File: config.mk
export PLATFORM = sky130hd
export DESIGN_NAME = hams_pipe_rs
export DESIGN_NICKNAME = d
export VERILOG_FILES = /design/src/rtl/hams_pkg.sv /design/src/rtl/hams_pipe_slice.sv /design/src/rtl/hams_pipe_rs.sv
export SDC_FILE = /design/constraint.sdc
export NUM_CORES = 1
export LEC_CHECK = 0
export ABC_CLOCK_PERIOD_IN_PS = 3700
export BUFFER_PORTS_ARGS = -buffer_cell sky130_fd_sc_hd__buf_4
export CAP_MARGIN = 20
export CORE_MARGIN = 2
export CORE_UTILIZATION = 51
export DETAILED_ROUTE_END_ITERATION = 12
export GPL_ROUTABILITY_DRIVEN = 0
export HOLD_SLACK_MARGIN = 0.15
export PLACE_DENSITY_LB_ADDON = 0.25
export SKIP_CTS_REPAIR_TIMING = 1
export SYNTH_ARGS = -nofsm -noshare
export SYNTH_HDL_FRONTEND = slang
export SYNTH_SLANG_ARGS = --single-unit
File: constraint.sdc
create_clock -name clk -period 3.7 [get_ports clk]
set_clock_uncertainty 0.15 [all_clocks]
set_input_delay 0.74 -clock clk [delete_from_list [all_inputs] [get_ports clk]]
set_output_delay 0.74 -clock clk [all_outputs]
set_load 0.03 [all_outputs]
File: src/rtl/hams_pkg.sv
// Shared HAMS datapath types: register-slice state encoding and slice-chain sizing helper.
package hams_pkg;

    typedef enum logic [1:0] {
        EMPTY = 2'd0,
        ONE   = 2'd1,
        TWO   = 2'd2
    } pipe_slice_state_e;

    // Occupancy counter width for a chain of `depth` slices (kept >= 1 for the bypass build).
    function automatic int occ_width(input int depth);
        return (depth == 0) ? 1 : $clog2(2 * depth + 1);
    endfunction

endpackage

File: src/rtl/hams_pipe_slice.sv
// One valid/ready register slice: two-entry skid slice with a registered ready,
// or a single-entry slice whose ready ripples combinationally from downstream.
module hams_pipe_slice
    import hams_pkg::*;
#(
    parameter int DATA_W  = 32,
    parameter bit SKID_EN = 1'b1
) (
    input  logic              clk,
    input  logic              rst_n,
    input  logic              flush_i,
    input  logic              in_vld_i,
    output logic              in_rdy_o,
    input  logic [DATA_W-1:0] in_data_i,
    output logic              out_vld_o,
    input  logic              out_rdy_i,
    output logic [DATA_W-1:0] out_data_o,
    output logic [1:0]        occ_o
);

    if (SKID_EN) begin : g_skid
        pipe_slice_state_e state_q, state_d;
        logic [DATA_W-1:0] main_q, main_d, skid_q, skid_d;
        logic              in_fire, out_fire;

        assign in_fire  = in_vld_i & (state_q != TWO);
        assign out_fire = (state_q != EMPTY) & out_rdy_i;

        always_ff @(posedge clk or negedge rst_n) begin
            if (!rst_n) state_q <= EMPTY;
            else        state_q <= state_d;
        end

        // Payload regs carry no reset; validity lives entirely in state_q.
        always_ff @(posedge clk) begin
            main_q <= main_d;
            skid_q <= skid_d;
        end

        always_comb begin
            state_d = state_q;
            main_d  = main_q;
            skid_d  = skid_q;
            case (state_q)
                EMPTY: if (in_fire) begin
                    state_d = ONE;
                    main_d  = in_data_i;
                end
                ONE: begin
                    if (in_fire && out_fire) begin
                        main_d = in_data_i;
                    end else if (in_fire) begin
                        state_d = TWO;
                        skid_d  = in_data_i;
                    end else if (out_fire) begin
                        state_d = EMPTY;
                    end
                end
                TWO: if (out_fire) begin
                    state_d = ONE;
                    main_d  = skid_q;
                end
                default: state_d = EMPTY;
            endcase
            if (flush_i) state_d = EMPTY;
        end

        always_comb begin
            in_rdy_o   = (state_q != TWO);
            out_vld_o  = (state_q != EMPTY);
            out_data_o = main_q;
            occ_o      = {state_q == TWO, state_q == ONE};
        end
    end else begin : g_plain
        logic              vld_q, vld_d;
        logic [DATA_W-1:0] data_q, data_d;
        logic              rdy;

        assign rdy = ~vld_q | out_rdy_i;

        always_ff @(posedge clk or negedge rst_n) begin
            if (!rst_n) vld_q <= 1'b0;
            else        vld_q <= vld_d;
        end

        always_ff @(posedge clk) data_q <= data_d;

        always_comb begin
            vld_d  = rdy ? in_vld_i : vld_q;
            data_d = (rdy & in_vld_i) ? in_data_i : data_q;
            if (flush_i) vld_d = 1'b0;
        end

        always_comb begin
            in_rdy_o   = rdy;
            out_vld_o  = vld_q;
            out_data_o = data_q;
            occ_o      = {1'b0, vld_q};
        end
    end

endmodule

File: src/rtl/hams_pipe_rs.sv
// Valid/ready register-slice chain of DEPTH slices with flush and occupancy count;
// DEPTH=0 degenerates to a wire-through.
module hams_pipe_rs
    import hams_pkg::*;
#(
    parameter  int DATA_W  = 32,
    parameter  int DEPTH   = 2,
    parameter  bit SKID_EN = 1'b1,
    localparam int OCC_W   = occ_width(DEPTH)
) (
    input  logic              clk,
    input  logic              rst_n,
    input  logic              flush_i,
    input  logic              vld_i,
    output logic              rdy_o,
    input  logic [DATA_W-1:0] data_i,
    output logic              vld_o,
    input  logic              rdy_i,
    output logic [DATA_W-1:0] data_o,
    output logic [OCC_W-1:0]  occ_o
);

    if (DEPTH == 0) begin : g_bypass
        logic unused_ok;
        assign unused_ok = ^{clk, rst_n, flush_i};
        assign vld_o  = vld_i;
        assign rdy_o  = rdy_i;
        assign data_o = data_i;
        assign occ_o  = '0;
    end else begin : g_chain
        // Index k is the input side of slice k; index DEPTH is the chain output.
        logic [DEPTH:0]             vld, rdy;
        logic [DEPTH:0][DATA_W-1:0] data;
        logic [DEPTH-1:0][1:0]      occ;
        logic [OCC_W-1:0]           occ_sum;

        assign vld[0]     = vld_i;
        assign data[0]    = data_i;
        assign rdy[DEPTH] = rdy_i;
        assign rdy_o      = rdy[0];
        assign vld_o      = vld[DEPTH];
        assign data_o     = data[DEPTH];

        for (genvar k = 0; k < DEPTH; k++) begin : g_slice
            hams_pipe_slice #(
                .DATA_W (DATA_W),
                .SKID_EN(SKID_EN)
            ) u_slice (
                .clk       (clk),
                .rst_n     (rst_n),
                .flush_i   (flush_i),
                .in_vld_i  (vld[k]),
                .in_rdy_o  (rdy[k]),
                .in_data_i (data[k]),
                .out_vld_o (vld[k+1]),
                .out_rdy_i (rdy[k+1]),
                .out_data_o(data[k+1]),
                .occ_o     (occ[k])
            );
        end

        // Sum of flop-derived per-slice counts: reflects the post-edge held entries.
        always_comb begin
            occ_sum = '0;
            for (int k = 0; k < DEPTH; k++) occ_sum = occ_sum + OCC_W'(occ[k]);
        end

        assign occ_o = occ_sum;
    end

endmodule

* Yosys cells after proc, flatten, opt, wreduce, memory -nomap -nowiden
Index checks and enable logic that the tools add are counted.
** Cells by class
- Reductions and logical operators :: 14
- Shifts and indexed selects :: 0
- Mux-type cells :: 21
- $lt $le $gt $ge :: 0
- Equal/unequal tests :: 20
- Multiply operators :: 0
- Divide/modulo/power cells :: 0
- Add/sub/neg operators :: 1
- Bitwise gates (word level) :: 5
** Operator list (number)
- $mux W32 :: 6
- $pmux W32 S3 :: 2
- $mux W2 :: 11
- $reduce_and A4 Y1 :: 4
- $ne A3 B3 Y1 const B :: 4
- $pmux W2 S3 :: 2
- $ne A2 B2 Y1 const B :: 5
- $ne A2 B1 Y1 const B :: 3
- $ne A3 B2 Y1 const B :: 2
- $reduce_and A3 Y1 :: 2
- $reduce_bool A3 Y1 :: 2
- $eq A2 B1 Y1 const B :: 2
- $eq A2 B2 Y1 const B :: 2
- $logic_not A2 Y1 :: 2
- $ne A4 B2 Y1 const B :: 1
- $ne A4 B4 Y1 const B :: 1
- $reduce_bool A2 Y1 :: 2
- $add A2 B2 Y3 :: 1
- $and A1 B1 Y1 :: 3
- $logic_and A1 B1 Y1 :: 2
- $not A1 Y1 :: 2
** Word-level totals
- Bits in read-only memories :: 0
- Memory bits (writable) :: 0
- Output and inout port bits :: 37
- Logic and storage cells :: 67
- Memories kept :: 0
- Register bits :: 132
- Bits in latches :: 0
- Input port bits :: 37

* Longest topological paths before layout
Gate-level depths: netlist of run 1.
- Depth after elaboration :: 7
- Mapped depth :: 6
- Depth with buffers taken out :: 4

* Cells and area by module
From an unflattened synthesis of run 1, not the netlist that was laid out.
** Unflattened totals
- Cell total of the unflattened synthesis :: 371
- Area total of the unflattened synthesis :: 5216.3 sq um
** Modules (own cells, without submodules)
- hams_pipe_slice :: area each 2582.5 sq um, cells an instance 182, times used 2, seq. area each 1971.9 sq um
- hams_pipe_rs :: area each 51.3 sq um, cells an instance 7, times used 1, seq. area each 0.0 sq um

* Least setup slack after synthesis of run 1
Ideal clock, no wire load.
- Path kind :: input -> register
- Start point :: input rdy_i
- End point :: register g_chain.g_slice[1].u_slice.g_skid.main_q[0], enable pin
- Stages :: 2
- Buffers on the path :: 0
- Slack :: -128 ps
- Data required time :: 3080 ps
- Data arrival time :: 3208 ps
- Setup time :: 470 ps
- Path through :: nor2b_1 -> o31ai_1
** On the way
- Word-level cells in the longest chain between the ends :: 4
- Elaborated cells on any way between the ends :: 5
- Those cells by class :: eq/ne: 2; bitwise: 1; reduce/logical: 2
** RTL lines
- start, declared :: line hams_pipe_rs.sv:18 : input logic rdy_i,
- $and A1 B1 Y1 (*) :: line hams_pipe_slice.sv:27 : assign out_fire = (state_q != EMPTY) & out_rdy_i;
- $logic_and A1 B1 Y1 :: line hams_pipe_slice.sv:50 : if (in_fire && out_fire) begin
- $ne A2 B1 Y1 (no source line)
- $reduce_and A4 Y1 (no source line) (*)
- end signal, assigned :: line hams_pipe_slice.sv:36 : main_q <= main_d;
- end, declared :: line hams_pipe_slice.sv:23 : logic [DATA_W-1:0] main_q, main_d, skid_q, skid_d;
Every way passes the cells marked *; elsewhere a longest branch is shown, timed or not.
A chain may end at the register's enable or synchronous reset.

* Final worst setup path of run 1
- Start point :: register g_chain.g_slice[1].u_slice.g_skid.state_q[1]
- End point :: output occ_o[2]
** On the way
- Word-level cells in the longest chain between the ends :: 2
- Elaborated cells on any way between the ends :: 3
- Those cells by class :: add/sub: 1; eq/ne: 2
** RTL lines
- start, declared :: line hams_pipe_slice.sv:22 : pipe_slice_state_e state_q, state_d;
- start signal, assigned :: line hams_pipe_slice.sv:31 : else state_q <= state_d;
- $eq A2 B1 Y1 or $eq A2 B2 Y1 (tied branches) :: line hams_pipe_slice.sv:72 : occ_o = {state_q == TWO, state_q == ONE};
- $add A2 B2 Y3 (*) :: line hams_pipe_rs.sv:65 : for (int k = 0; k < DEPTH; k++) occ_sum = occ_sum + OCC_W'(occ[k]);
- end, declared :: line hams_pipe_rs.sv:20 : output logic [OCC_W-1:0] occ_o
Marks and branches as above.

==> results of run 1 <==
-- cell families (layout without fill, tap and decap cells) --
logic type | Yosys count | in the layout | synth area share (%)
AOI/OAI and AO/OA | 11 | 11 | 1.48
xor gates and xnor gates | 1 | 1 | 0.164
adders and majority gates | 2 | 2 | 0.468
buffers and inverters | 45 | 110 | 6.72
DFF | 132 | 132 | 73.8
muxes | 33 | 33 | 8.76
and+or+nand+nor | 113 | 113 | 8.62
-- metrics by stage --
step | power, mW | setup slack (ns)
after floorplan | 1.98 | 0.870
after global placement | 2.05 | 1.14
after detailed placement | 2.06 | 1.11
after CTS | 3.73 | 0.564
after global routing | 3.82 | 0.462
final | 3.70 | 0.602
-- synthesized netlist by cell type --
cell / count
edfxtp_1: 128
nand2_1: 98
buf_4: 35
mux2_4: 26
buf_2: 6
mux2_2: 6
dfrtp_1: 4
nand2b_1: 4
nor2b_1: 4
nor2_1: 3
a211oi_1: 2
a21oi_1: 2
buf_12: 2
ha_1: 2
or2_2: 2
a21o_1: 1
buf_6: 1
buf_8: 1
mux2i_1: 1
nand3b_1: 1
nand4bb_1: 1
o21a_1: 1
o21ai_0: 1
o21ba_2: 1
o21bai_1: 1
o31ai_1: 1
o32ai_1: 1
xnor2_1: 1
-- cells in the final DEF, fill, tap and decap left out --
| cell type | n |
|---|---|
| nand2_1 | 98 |
| o32ai_1 | 1 |
| nand2b_1 | 3 |
| nor2b_1 | 3 |
| nor2_1 | 1 |
| o21a_1 | 1 |
| o21ba_2 | 1 |
| nand4bb_1 | 1 |
| xnor2_1 | 1 |
| clkbuf_8 | 1 |
| o21ai_0 | 1 |
| or2_2 | 2 |
| dlygate4sd3_1 | 1 |
| nor2b_2 | 1 |
| mux2i_1 | 1 |
| mux2_4 | 26 |
| bufinv_16 | 4 |
| a21oi_1 | 2 |
| mux2_2 | 6 |
| nand2b_2 | 1 |
| dfrtp_1 | 4 |
| clkinv_2 | 3 |
| a211oi_1 | 2 |
| o31ai_4 | 1 |
| nor2_4 | 2 |
| clkinv_4 | 3 |
| clkinvlp_4 | 3 |
| edfxtp_1 | 128 |
| buf_4 | 78 |
| a21o_1 | 1 |
| clkbuf_16 | 16 |
| o21bai_1 | 1 |
| nand3b_1 | 1 |
| clkinv_1 | 1 |
| ha_1 | 2 |
-- worst min path at each step --
stage                     slack, ns  cells after the start                                            to
after global placement         0.28                      0   g_chain.g_slice[1].u_slice.g_skid.skid_q[0]
after global routing           0.24                      1  g_chain.g_slice[0].u_slice.g_skid.skid_q[26]
after CTS                     -0.16                      1  g_chain.g_slice[1].u_slice.g_skid.state_q[0]
after detailed placement       0.28                      0   g_chain.g_slice[1].u_slice.g_skid.skid_q[9]
after floorplan                0.28                      0   g_chain.g_slice[1].u_slice.g_skid.skid_q[0]
final                          0.28                      1   g_chain.g_slice[0].u_slice.g_skid.skid_q[5]
-- per-layer routing --
metal	vias up	routed length, µm
met5	-	0
met4	0	76
met3	4	378
met2	66	4070
met1	1237	3100
li1	1275	-
-- where the power goes --
group	leakage [nW]	switching [mW]	internal, mW
registers	1.25	0.0280	1.73
logic	1.01	0.155	0.112
clock network	0.287	0.587	1.09
-- layout make-up --
type	instances	area, µm²	area share (%)
clock buffer	17	414	6.49
clock inverter	14	188	2.94
multi-input combinational	160	1070	16.8
sequential	132	3940	61.8
tap	136	170	2.66
timing repair buffer	79	596	9.33
-- sequential cells by signal (all words and copies together) (netlist names) --
register / count
g_chain.g_slice.u_slice.g_skid.skid_q: 64
g_chain.g_slice.u_slice.out_data_o: 64
g_chain.g_slice.u_slice.g_skid.state_q: 4
==> results.py, run 1 <==
metrics = {
    "status": {
        "outcome": "complete, no violations",
    },
    "detailed_routing": {
        "drtIter0Drc": 87,
        "avgViaCountPerCell": 4.80,
        "route.detailed.drc": 0,
        "wl_um": 7630,
        "vias": 2582,
        "drtAntennaViolNets": 0,
        "drt_first_pass_iters": 4,
        "wire_per_inst_um": 14.2,
    },
    "place": {
        "dp_cells": 506,
        "io_buffer_count": 73,
        "hpwlAfterDp_um": 4790,
        "placed_area_um2": 5770,
    },
    "sta": {
        "tightest_slew_ns": 0.895,
        "fin_crit_sh_pct": 83.7,
        "relSlewSlack_pct": 40.2,
        "fmax_mhz": 323,
        "finalCriticalPeriod_ns": 3.10,
        "hold_violations": 0,
        "setup_tns_ns": 0,
        "rsz0062_at_grt": "no",
        "drv_slew": 0,
        "setup-violations-final": 0,
        "whs_ns": 0.278,
    },
    "pwr": {
        "irDropWorstVdd_mv": 0.332,
        "p_per_area_nw_per_um2": 579,
        "p_leak_nw": 2.56,
    },
    "critical_path": {
        "max_stage_delay_ns": 0.52,
        "cp_common_cell": "buf_4",
        "cp.depth": 6,
        "critPathTopFamily": "buffers and inverters",
        "reg2reg_depth": 3,
        "arrival_ns": 2.21,
        "critical_path_peak_fanout": 34,
        "r2r-end": "g_chain.g_slice[1].u_slice.g_skid.skid_q[16]",
        "cp-start-kind": "register",
        "startpoint": "g_chain.g_slice[1].u_slice.g_skid.state_q[1]",
        "reg2reg_slack_ns": 1.52,
        "crit_type": "reg2out",
        "crit_end": "occ_o[2]",
        "end_kind": "output pin",
        "path_buf_inv": 2,
        "worstPathRequired_ns": 2.81,
        "worst_path_max_delay_cell": "dfrtp_1",
        "crit_chain": "nor2b_2, buf_4, xnor2_1, ha_1, o21bai_1, buf_4",
        "reg2reg_from": "g_chain.g_slice[1].u_slice.g_skid.state_q[1]",
    },
    "synth": {
        "synth.yosys.seq_area_share_pct": 73.8,
        "synth.distinct_cells": 28,
        "synth_top_area_share_pct": 71.9,
        "synthTopCellsByArea": "edfxtp_1, mux2_4, nand2_1",
        "syn_area_um2": 5340,
        "synth_seq_cells": 132,
        "synth_top_area_cell": "edfxtp_1",
        "yosys_warnings": 0,
        "avgSynthCellArea_um2": 15.9,
        "syn_nets": 376,
        "syn_inst": 337,
    },
    "run": {
        "cap_violations": 0,
    },
    "global_routing": {
        "globalRouteMet1Util_pct": 16.5,
        "grt_use_total_pct": 14.6,
        "grt_use_met3_pct": 4.23,
        "grt_pass1_wl_um": 12200,
        "first_global_vias": 2510,
        "grt_remaining_overflow": 0,
        "grt_max_degree": 37,
        "antenna_found_initial": 0,
        "top_usage_layer": "met2",
        "use_met2_pct": 25.0,
    },
    "final_layout": {
        "diodes": 0,
        "nets": 429,
        "fin_util_pct": 62.4,
        "finalNonFillerCells": 538,
        "drive_above_1_share_pct": 36.8,
        "fin_area_um2": 6390,
        "syn_to_final_growth_pct": 19.5,
        "fillCellCount": 748,
    },
    "clock_tree": {
        "path_clk_slew_ns": 0.06,
        "numCtsBuffers": 17,
        "cts-root-buf": "clkbuf_8",
        "clock_latency_ns": 0.50,
        "cts.sinks": 132,
        "htreeDepth": 4,
        "cts_tree": "yes",
        "ctsLongestPathBuffers": 2,
    },
    "floorplan": {
        "initial_core_util_pct": 52.2,
        "die_x_um": 106,
        "ios": 74,
        "core_um2": 10200,
        "rows": 37,
        "die-area_um2": 11300,
        "die_h_um": 106,
    },
    "hold_path": {
        "min_from": "data_i[5]",
        "min_path_type": "in2reg",
    },
}
Note: power is estimated with default switching activity, not from simulation.
==> run 2, diff against run 1 <==
--- a/config.mk
+++ b/config.mk
@@ -5,11 +5,11 @@
 export SDC_FILE = /design/constraint.sdc
 export NUM_CORES = 1
 export LEC_CHECK = 0
-export ABC_CLOCK_PERIOD_IN_PS = 3700
+export ABC_CLOCK_PERIOD_IN_PS = 2900
 export BUFFER_PORTS_ARGS = -buffer_cell sky130_fd_sc_hd__buf_4
 export CAP_MARGIN = 20
 export CORE_MARGIN = 2
-export CORE_UTILIZATION = 51
+export CORE_UTILIZATION = 57
 export DETAILED_ROUTE_END_ITERATION = 12
 export GPL_ROUTABILITY_DRIVEN = 0
 export HOLD_SLACK_MARGIN = 0.15
==> constraint.sdc (replaced) <==
create_clock -name clk -period 2.9 [get_ports clk]
set_clock_uncertainty 0.15 [all_clocks]
set_input_delay 0.58 -clock clk [delete_from_list [all_inputs] [get_ports clk]]
set_output_delay 0.58 -clock clk [all_outputs]
set_load 0.03 [all_outputs]
==> run 2 against run 1 <==
Effect of this change:
- via count increased by 7.4%
- cell area rose by 4.6%
- die area shrank 10%
- critical endpoint unchanged
==> results.py, run 2 (synthesized netlist as in run 1, its figures left out) <==
metrics = {
    "critical_path": {
        "cp-start-kind": "register",
        "critical_path_peak_fanout": 10,
        "max_stage_delay_ns": 0.53,
        "arrival_ns": 1.93,
        "end_kind": "output pin",
        "crit_chain": "nor2b_2, xnor2_1, ha_1, o21bai_1, buf_4",
        "worst_path_max_delay_cell": "dfrtp_1",
        "reg2reg_slack_ns": 0.71,
        "path_buf_inv": 1,
        "critPathTopFamily": "flip-flops",
        "reg2reg_depth": 3,
        "crit_type": "reg2out",
        "worstPathRequired_ns": 2.17,
        "cp.depth": 5,
    },
    "detailed_routing": {
        "drtAntennaViolNets": 0,
        "drt_first_pass_iters": 4,
        "wl_um": 8420,
        "avgViaCountPerCell": 5.05,
        "vias": 2773,
        "drtIter0Drc": 135,
        "route.detailed.drc": 0,
        "wire_per_inst_um": 15.3,
    },
    "global_routing": {
        "grt_use_total_pct": 17.1,
        "use_met2_pct": 29.2,
        "grt_remaining_overflow": 0,
        "grt_max_degree": 33,
        "grt_pass1_wl_um": 12500,
        "grt_use_met3_pct": 5.62,
        "globalRouteMet1Util_pct": 19.4,
        "top_usage_layer": "met2",
        "first_global_vias": 2608,
        "antenna_found_initial": 0,
    },
    "pwr": {
        "p_leak_nw": 2.69,
        "totalPowerFinal_mw": 4.59,
        "p_per_area_nw_per_um2": 687,
        "irDropWorstVdd_mv": 0.445,
    },
    "clock_tree": {
        "path_clk_slew_ns": 0.06,
        "htreeDepth": 4,
        "cts_tree": "yes",
        "cts-root-buf": "clkbuf_8",
        "clock_latency_ns": 0.50,
        "numCtsBuffers": 17,
        "ctsLongestPathBuffers": 2,
        "cts.sinks": 132,
    },
    "final_layout": {
        "fin_util_pct": 73.0,
        "drive_above_1_share_pct": 34.2,
        "mostFrequentLayoutCell": "edfxtp_1",
        "mostFrequentLayoutCells": "edfxtp_1, nand2_1, buf_4, dlygate4sd3_1, mux2_4",
        "diodes": 0,
        "nets": 465,
        "syn_to_final_growth_pct": 25.0,
    },
    "floorplan": {
        "die_x_um": 101,
        "core_um2": 9150,
        "ios": 74,
        "die_h_um": 101,
        "initial_core_util_pct": 58.4,
        "rows": 35,
        "die-area_um2": 10200,
    },
    "sta": {
        "drv_slew": 0,
        "fin_crit_sh_pct": 91.8,
        "finalCriticalPeriod_ns": 2.66,
        "setup-violations-final": 0,
        "hold_violations": 0,
        "setup_tns_ns": 0,
        "rsz0062_at_grt": "no",
        "relSlewSlack_pct": 60.2,
        "tightest_slew_ns": 0.597,
        "fmax_mhz": 376,
    },
    "hold_path": {
        "min_path_type": "in2async",
    },
    "place": {
        "io_buffer_count": 73,
        "hpwlAfterDp_um": 5190,
    },
    "status": {
        "outcome": "complete, no violations",
    },
    "run": {
        "cap_violations": 0,
    },
}
[run 2: cell count changes in the layout (fill, tap and decap cells not counted)]
cell           before  now
dlygate4sd3_1       1   35
bufinv_16           4    2
buf_12              0    1
buf_4              78   79
clkinv_2            3    4
clkinvlp_4          3    4
nand2b_2            1    0
nand2b_4            0    1
[run 2: area by class of cell]
class                      instances  area [µm²]
tap                              111         139
sequential                       132        3940
timing repair buffer             115         963
fill                             544        2470
clock buffer                      17         414
multi-input combinational        160        1080
clock inverter                    14         140
[run 2: where the power goes]
part | switching, mW | internal (mW) | leakage, nW
clock network | 0.748 | 1.21 | 0.263
registers | 0.0343 | 2.21 | 1.25
logic | 0.211 | 0.177 | 1.18
total | 0.993 | 3.59 | 2.69
[run 2: final timing paths]
| kind | startpoint | endpoint |
|---|---|---|
| max | g_chain.g_slice[1].u_slice.g_skid.state_q[1] | occ_o[2] |
| min | rst_n | g_chain.g_slice[1].u_slice.g_skid.state_q[0] |
| max reg2reg | g_chain.g_slice[1].u_slice.g_skid.state_q[1] | g_chain.g_slice[0].u_slice.g_skid.skid_q[9] |
| min reg2reg | g_chain.g_slice[0].u_slice.out_data_o[16] | g_chain.g_slice[1].u_slice.g_skid.skid_q[16] |
| max in group asynchronous | rst_n | g_chain.g_slice[0].u_slice.g_skid.state_q[1] |
| min in group clk | g_chain.g_slice[0].u_slice.out_data_o[16] | g_chain.g_slice[1].u_slice.g_skid.skid_q[16] |
[run 2: routing by layer]
metal  routed length, µm  share of wire, %  vias to the layer above
li1                    -                 -                     1343
met1                3370                40                     1341
met2                4520                54                       78
met3                 380               4.5                       11
met4                 144               1.7                        0
met5                   0                 0                        -
[run 2: stage by stage]
step / setup slack (ns) / hold slack (ns) / cells / area [µm²]
2_1_floorplan: 0.0921 / 0.134 / 337 / 5350
3_3_place_gp: 0.631 / 0.228 / 483 / 5770
3_5_place_dp: 0.581 / 0.229 / 483 / 5770
4_1_cts: 0.0164 / -0.317 / 514 / 6320
5_1_grt: 0.130 / 0.249 / 549 / 6680
6_report: 0.238 / 0.259 / 549 / 6680
==> run 3, diff against run 2 <==
--- a/config.mk
+++ b/config.mk
@@ -13,7 +13,7 @@
 export DETAILED_ROUTE_END_ITERATION = 12
 export GPL_ROUTABILITY_DRIVEN = 0
 export HOLD_SLACK_MARGIN = 0.15
-export PLACE_DENSITY_LB_ADDON = 0.25
+export PLACE_DENSITY = 0.79
 export SKIP_CTS_REPAIR_TIMING = 1
 export SYNTH_ARGS = -nofsm -noshare
 export SYNTH_HDL_FRONTEND = slang
==> run 3 against run 2 <==
Effect of this change:
- non-clock buffer count up 4
- largest power group unchanged
- die area is the same
- global-route usage increased by 0.68 points
- cell area stayed put
- critical path depth rose by 1
- wire length increased by 6.7%
- via count rose by 1.2%
==> results.py, run 3 (synthesized netlist as in run 1, its figures left out) <==
metrics = {
    "final_layout": {
        "syn_to_final_growth_pct": 25.0,
        "fillCellCount": 525,
        "fin_area_um2": 6680,
        "mostFrequentLayoutCell": "edfxtp_1",
        "seq_area_um2": 3950,
        "drive_above_1_share_pct": 33.6,
        "diodes": 0,
        "nets": 469,
        "mostFrequentLayoutCells": "edfxtp_1, nand2_1, buf_4, dlygate4sd3_1, mux2_4",
        "multi_input_area_um2": 1080,
    },
    "floorplan": {
        "die_h_um": 101,
        "core_um2": 9150,
        "die-area_um2": 10200,
        "ios": 74,
        "rows": 35,
        "die_x_um": 101,
        "initial_core_util_pct": 58.4,
    },
    "critical_path": {
        "cp_common_cell": "buf_4",
        "arrival_ns": 2.11,
        "reg2reg_depth": 3,
        "critical_path_peak_fanout": 18,
        "worstPathRequired_ns": 2.17,
        "reg2reg_from": "g_chain.g_slice[0].u_slice.g_skid.state_q[1]",
        "cp-start-kind": "register",
        "reg2reg_slack_ns": 0.69,
        "max_stage_delay_ns": 0.43,
        "crit_type": "reg2out",
        "path_buf_inv": 2,
        "critPathTopFamily": "flip-flops",
        "worst_path_max_delay_cell": "dfrtp_1",
        "crit_chain": "nand2b_2, buf_4, xnor2_1, ha_1, o21bai_1, buf_4",
        "r2r-end": "g_chain.g_slice[0].u_slice.out_data_o[4]",
        "end_kind": "output pin",
    },
    "sta": {
        "tightest_slew_ns": 0.767,
        "drv_slew": 0,
        "setup-violations-final": 0,
        "finalCriticalPeriod_ns": 2.84,
        "relSlewSlack_pct": 48.9,
        "setup_tns_ns": 0,
        "fin_crit_sh_pct": 97.8,
        "hold_violations": 0,
        "fmax_mhz": 353,
        "whs_ns": 0.250,
    },
    "pwr": {
        "p_switching_mw": 0.945,
        "combPwrFrac_pct": 8.9,
        "power_frac_seq_pct": 50.7,
        "clkPwrFrac_pct": 40.4,
        "irDropWorstVdd_mv": 0.462,
        "intPower_mw": 3.50,
        "p_leak_nw": 2.69,
        "switching_share_pct": 21.3,
        "p_per_area_nw_per_um2": 665,
    },
    "global_routing": {
        "grt_pass1_wl_um": 13100,
        "antenna_found_initial": 0,
        "first_global_vias": 2667,
        "grt_max_degree": 36,
        "grt_use_total_pct": 17.8,
        "grt_remaining_overflow": 0,
    },
    "clock_tree": {
        "numCtsBuffers": 17,
        "clock_latency_ns": 0.50,
        "cts_tree": "yes",
        "cts.sinks": 132,
        "ctsLongestPathBuffers": 2,
        "path_clk_slew_ns": 0.05,
        "cts-root-buf": "clkbuf_8",
        "htreeDepth": 4,
    },
    "place": {
        "io_buffer_count": 73,
        "placed_area_um2": 5810,
        "hpwlAfterDp_um": 5470,
    },
    "run": {
        "cap_violations": 0,
    },
    "detailed_routing": {
        "route.detailed.drc": 0,
        "avgViaCountPerCell": 5.09,
        "drtIter0Drc": 166,
        "wire_per_inst_um": 16.3,
        "wl_um": 8990,
        "vias": 2805,
        "drtAntennaViolNets": 0,
        "drt_first_pass_iters": 4,
    },
    "status": {
        "outcome": "complete, no violations",
    },
    "hold_path": {
        "min_path_type": "in2async",
    },
}
==> run 3: cell count changes in the layout (fill, tap and decap cells not counted), moves of 2 or more <==
cell,previous run,this run
clkbuf_1,0,4
clkinv_1,1,3
clkinvlp_4,4,1
nand2b_2,0,2
clkinv_4,3,0
buf_4,79,81
==> run 3: worst max-delay path by stage <==
| stage | startpoint | endpoint | slack [ns] | depth (start not counted) |
|---|---|---|---|---|
| floorplan | g_chain.g_slice[1].u_slice.g_skid.state_q[0] | g_chain.g_slice[0].u_slice.g_skid.skid_q[0] | 0.09 | 4 |
| global placement | vld_i | g_chain.g_slice[0].u_slice.out_data_o[15] | 0.49 | 4 |
| detailed placement | g_chain.g_slice[1].u_slice.g_skid.state_q[1] | occ_o[2] | 0.39 | 6 |
| CTS | g_chain.g_slice[1].u_slice.g_skid.state_q[1] | occ_o[2] | -0.15 | 6 |
| global route | g_chain.g_slice[0].u_slice.g_skid.state_q[0] | occ_o[2] | -0.01 | 6 |
| finish | g_chain.g_slice[0].u_slice.g_skid.state_q[0] | occ_o[2] | 0.06 | 6 |
==> run 3: worst register-to-register path, stage by stage, from the launching register on <==
cell     delay, ns
dfrtp_1       0.45
nor2_1        0.39
a21o_1        0.69
buf_16        0.24
==> run 3: area by class of cell <==
| class | instances | area share (%) |
|---|---|---|
| clock buffer | 21 | 6.42 |
| clock inverter | 8 | 0.955 |
| multi-input combinational | 160 | 16.2 |
| sequential | 132 | 59.1 |
| tap | 111 | 2.08 |
| timing repair buffer | 119 | 15.3 |
==> run 3: power by group through the flow <==
stage | clock [mW] | sequential, mW | combinational, mW
3_3_place_gp | 0 | 2.28 | 0.337
4_1_cts | 1.82 | 2.25 | 0.353
3_5_place_dp | 0 | 2.29 | 0.352
2_1_floorplan | 0 | 2.27 | 0.252
6_report | 1.80 | 2.25 | 0.395
5_1_grt | 1.92 | 2.26 | 0.426
==> run 3: stage by stage <==
stage,power (mW),std cells,worst slack (ns),util (%)
final,4.44,551,0.0633,73.0
after global routing,4.60,551,-0.0108,73.0
after detailed placement,2.64,484,0.390,63.4
after floorplan,2.52,337,0.0921,-
after CTS,4.43,513,-0.151,68.8
after global placement,2.62,483,0.491,63.1
==> run 3: per-layer routing <==
metal  vias up  track usage, %  part of all wire (%)
met1      1367            22.2                    43
met2        81            29.8                    53
met3         4            5.89                   4.4
li1       1353               -                     -
met4         0            5.37                  0.45
met5         -               0                     0
